File: src/rtl/sipo_pkg.sv
// Shared constants for the SIPO deserializer: FSM encoding and frame length.
// SIPO_PARITY_CHECK_EN adds one trailing even-parity bit to every frame.
package sipo_pkg;

   localparam logic ST_IDLE  = 1'b0;
   localparam logic ST_SHIFT = 1'b1;

`ifdef SIPO_PARITY_CHECK_EN
   localparam int PARITY_BITS = 1;
`else
   localparam int PARITY_BITS = 0;
`endif

   function automatic int sipo_frame_len(input int width);
      return width + PARITY_BITS;
   endfunction

endpackage

File: src/rtl/sipo_deserializer.sv
// Serial-in parallel-out receiver: shifts a started frame into a registered word.
// Word valid after the frame's last bit edge; held until out_ready, a frame completing
// into an unconsumed word is dropped and sets sticky overrun. Optional: SIPO_PARITY_CHECK_EN.
module sipo_deserializer
   import sipo_pkg::*;
#(
   parameter int WIDTH     = 4,
   parameter bit MSB_FIRST = 1'b1
) (
   input  logic             clk,
   input  logic             rst,
   input  logic             serial_in,
   input  logic             start,
   output logic [WIDTH-1:0] parallel_out,
   output logic             out_valid,
   input  logic             out_ready,
   output logic             busy,
   output logic             overrun,
   output logic             parity_err
);

   localparam int N  = sipo_frame_len(WIDTH);
   localparam int CW = $clog2(WIDTH + 2);

   logic             r_state;
   logic             w_state_nxt;
   logic [CW-1:0]    r_cnt;
   logic [N-1:0]     r_sr;
   logic [N-1:0]     w_sr_nxt;
   logic [WIDTH-1:0] w_data;
   logic [WIDTH-1:0] r_out;
   logic             r_vld;
   logic             r_ovr;
   logic             w_sample;
   logic             w_last;
   logic             w_busy;

   assign w_sr_nxt = MSB_FIRST ? {r_sr[N-2:0], serial_in} : {serial_in, r_sr[N-1:1]};
   // With parity the parity bit sits at the end opposite the first data bit.
   assign w_data   = MSB_FIRST ? w_sr_nxt[N-1 -: WIDTH] : w_sr_nxt[WIDTH-1:0];

   always_ff @(posedge clk or negedge rst) begin
      if (!rst) r_state <= ST_IDLE;
      else      r_state <= w_state_nxt;
   end

   always_comb begin
      w_state_nxt = r_state;
      case (r_state)
         ST_IDLE:  if (start)  w_state_nxt = ST_SHIFT;
         ST_SHIFT: if (w_last) w_state_nxt = ST_IDLE;
         default:              w_state_nxt = ST_IDLE;
      endcase
   end

   always_comb begin
      w_sample = 1'b0;
      w_last   = 1'b0;
      w_busy   = 1'b0;
      case (r_state)
         ST_IDLE:  w_sample = start;
         ST_SHIFT: begin
            w_sample = 1'b1;
            w_busy   = 1'b1;
            w_last   = (r_cnt == CW'(N - 1));
         end
         default: ;
      endcase
   end

   always_ff @(posedge clk or negedge rst) begin
      if (!rst) begin
         r_sr  <= '0;
         r_cnt <= '0;
      end else if (w_sample) begin
         r_sr <= w_sr_nxt;
         if (w_last)                 r_cnt <= '0;
         else if (r_state == ST_IDLE) r_cnt <= CW'(1);
         else                        r_cnt <= r_cnt + CW'(1);
      end
   end

   always_ff @(posedge clk or negedge rst) begin
      if (!rst) begin
         r_out <= '0;
         r_vld <= 1'b0;
         r_ovr <= 1'b0;
      end else if (w_last) begin
         if (!r_vld || out_ready) begin
            r_out <= w_data;
            r_vld <= 1'b1;
         end else begin
            r_ovr <= 1'b1;
         end
      end else if (r_vld && out_ready) begin
         r_vld <= 1'b0;
      end
   end

`ifdef SIPO_PARITY_CHECK_EN
   logic r_perr;

   always_ff @(posedge clk or negedge rst) begin
      if (!rst)                              r_perr <= 1'b0;
      else if (w_last && (!r_vld || out_ready)) r_perr <= ^w_sr_nxt;
   end

   assign parity_err = r_perr;
`else
   assign parity_err = 1'b0;
`endif

   assign parallel_out = r_out;
   assign out_valid    = r_vld;
   assign overrun      = r_ovr;
   assign busy         = w_busy;

endmodule

File: config.mk
export PLATFORM = sky130hd
export DESIGN_NAME = sipo_deserializer
export DESIGN_NICKNAME = d
export VERILOG_FILES = /design/src/rtl/sipo_pkg.sv /design/src/rtl/sipo_deserializer.sv
export SDC_FILE = /design/constraint.sdc
export NUM_CORES = 1
export LEC_CHECK = 0
export CAP_MARGIN = 40
export CORE_MARGIN = 4
export CORE_UTILIZATION = 35
export DETAILED_ROUTE_END_ITERATION = 16
export PLACE_DENSITY = 0.6
export SLEW_MARGIN = 5
export SYNTH_ARGS = -nofsm -noshare
export SYNTH_HDL_FRONTEND = slang
export SYNTH_SLANG_ARGS = --single-unit
File: constraint.sdc
create_clock -name clk -period 2.05 [get_ports clk]
set_input_delay 0.3075 -clock clk [delete_from_list [all_inputs] [get_ports clk]]
set_output_delay 0.3075 -clock clk [all_outputs]
set_load 0.01 [all_outputs]
==> metrics.txt <==
CP peak stage delay=0.58 ns; max-slew violation count=0; register area share after synthesis=61.5%; Mapped Cells=39; M1 WL=390 um; Die Wd=46.9 um; clock-pin slew on the worst setup and hold paths=0.07 ns; layout cells sized above 1=24.5%; R2R Setup Slk=0.47 ns; first-pass GRT wire length=1.59 mm; Synth async-reset ratio=100%; CTS tree=built; dominant cell type by area after synthesis=dfrtp_1; Critical Path RT=1.74 ns; CP Buf/Inv Count=1; Critical Path Start Type=register; crit path time final=1.63 ns; total of max-cap violations=0; Tot GR Track Use=10.7%; DIE HEIGHT=46.9 um; Fill cells=123; standard-cell rows=13; Wirelength per Cell=14.2 um; highest-delay cell along the critical path=clkdlybuf4s50_1; setup_tns=0 ns; CP cell instances=clkdlybuf4s50_1; met2 WL=476 um; Clock H-tree levels=1; post-synthesis cell area=529 um^2; clock latency on the worst-skew pair=0.27 ns; top_reg_cell synth=dfrtp_1; Power Total=1020 uW; DRT Pass-1 Iters=3; synth top area cells=dfrtp_1 61%, mux2_2 15%, ha_1 4.7%; area of the die=2200 um^2; internal power=701 uW; Yosys warning count=0; area occupied by multi-input gates=193 um^2; Worst Path Arrival=1.32 ns; io pins=13; gr ovfl total=0; post-route ant nets=0; post-layout util=49.5%; R2R cell count=5; largest net degree at the start of global routing=14; count leader, synth=dfrtp_1; post-synthesis area per instance=13.6 um^2; vias per inst=4.96; routed wire length=965 um; status=finished clean; Tcrit/Tclk final=79.3%; CTS sink count=13; Post-DP HPWL=760 um; switching power=321 uW; sequential share of power=43.0%; r2r endpoint=parallel_out[2]; CTS resizes=0; Yosys cell types=15; Sw Share=31.4%; CORE AREA=1370 um^2; top cells by count, synth=13 x dfrtp_1, 7 x mux2_2, 4 x nand2_1; Hold Crit Class=input pin to async pin; ANT cells=0; DRC violations left=0; I/O Buffers=11; worst-margin pin slew=0.570 ns; Setup Buffers After CTS=0; clock share of power=15.2%; fmax=615 MHz; Clock Skews=0.00178 ns; Max Used Layer=met4; vias in the first global route=381; Routability Congestion=0.707; via count=337; Post-synth EDFFs=0; combinational share of power=41.9%; RSZ-0062 raised after global routing=no; Synth Register Bits=13; crit-path leading delay family=buffers and inverters; clk buf depth=2; synthesis-to-layout area growth=27.9%; top-area cell type share of the netlist area=61.5%; Net count, final=61; worst rel slew slack=61.9%; fin cells=68; crit path max fanout=8; PD cells=1510 nW/um^2; Starting DRT DRC Count=3; Initial Utilization=38.7%; Peak VDD IR=0.611 mV; count of final hold-check violations=0; initial antenna violation count=0; critical path type=register to output port; Inst Count DP=64; cts bufs inserted=3; Leakage=0.000299 uW; Reg area=325 um^2; final setup fails=0; worst flop-to-flop path startpoint=r_cnt[0]; root buf cell=clkbuf_4; Syn Nets=46; crit path capture type=output port; routed length on met3=55 um; Post-CTS Hold Buffers=0
## placed cells by master (no fill, tap or decap)
master | Yosys | layout
o31a_2 | 1 | 1
nor2_1 | 2 | 2
o21bai_1 | 1 | 1
a22o_2 | 1 | 1
nand2b_1 | 1 | 1
o21ai_0 | 2 | 2
clkdlybuf4s50_1 | 0 | 11
mux2_2 | 7 | 7
dfrtp_1 | 13 | 13
a21oi_1 | 1 | 1
nor2b_4 | 1 | 1
inv_1 | 1 | 1
clkbuf_4 | 0 | 3
conb_1 | 1 | 1
nand2_1 | 4 | 4
clkbuf_1 | 0 | 1
ha_1 | 2 | 2
## area by class of cell
class,count,share of cell area [%]
sequential,13,48.1
multi-input combinational,24,28.5
timing repair buffer,11,16.3
clock buffer,4,3.88
tap,15,2.77
inverter,1,0.555
## sequential cells by signal, indices dropped and copies added, names as in the netlist
register      cells
parallel_out      4
out_valid         1
r_sr              3
r_cnt             3
overrun           1
r_state           1
## power by group through the flow
stage | sequential [uW] | combinational (uW) | clock [uW]
2_1_floorplan | 461 | 211 | 0
3_3_place_gp | 434 | 403 | 0
3_5_place_dp | 445 | 439 | 0
4_1_cts | 439 | 440 | 163
5_1_grt | 454 | 468 | 175
6_report | 439 | 428 | 155
## how the worst max path moves through the flow
stage	slack [ns]	start	endpoint	depth (start not counted)
floorplan	0.64	r_cnt[0]	parallel_out[0]	5
global placement	0.49	start	r_sr[1]	3
detailed placement	0.44	start	r_sr[1]	3
CTS	0.41	r_state	busy	1
global route	0.35	r_state	busy	1
finish	0.42	r_state	busy	1
## cell families (layout without fill, tap and decap cells)
kind of cell	count (synthesis)	after routing	share of synthesized area [%]
flip-flops	13	13	61.5
AND/OR/NAND/NOR	8	8	8.04
multiplexers	7	7	14.9
AO/OA/AOI/OAI	6	6	8.04
adder cells (fa/ha/maj)	2	2	4.73
buffers and inverters	2	16	2.13
other	1	1	0.709
## stage by stage
stage          hold slack, ns  area (um^2)  setup WS, ns
3_3_place_gp            0.458          651         0.495
3_5_place_dp            0.467          651         0.441
6_report                0.395          677         0.424
5_1_grt                 0.437          677         0.352
2_1_floorplan          0.0119          529         0.636
4_1_cts                 0.409          677         0.407
## routing by layer
layer | global-route usage, % | up-vias
met5 | 0 | -
met4 | 10.5 | 0
met3 | 3.07 | 4
met2 | 16.5 | 10
met1 | 11.5 | 166
li1 | - | 157
Note: power is estimated with default switching activity, not from simulation.
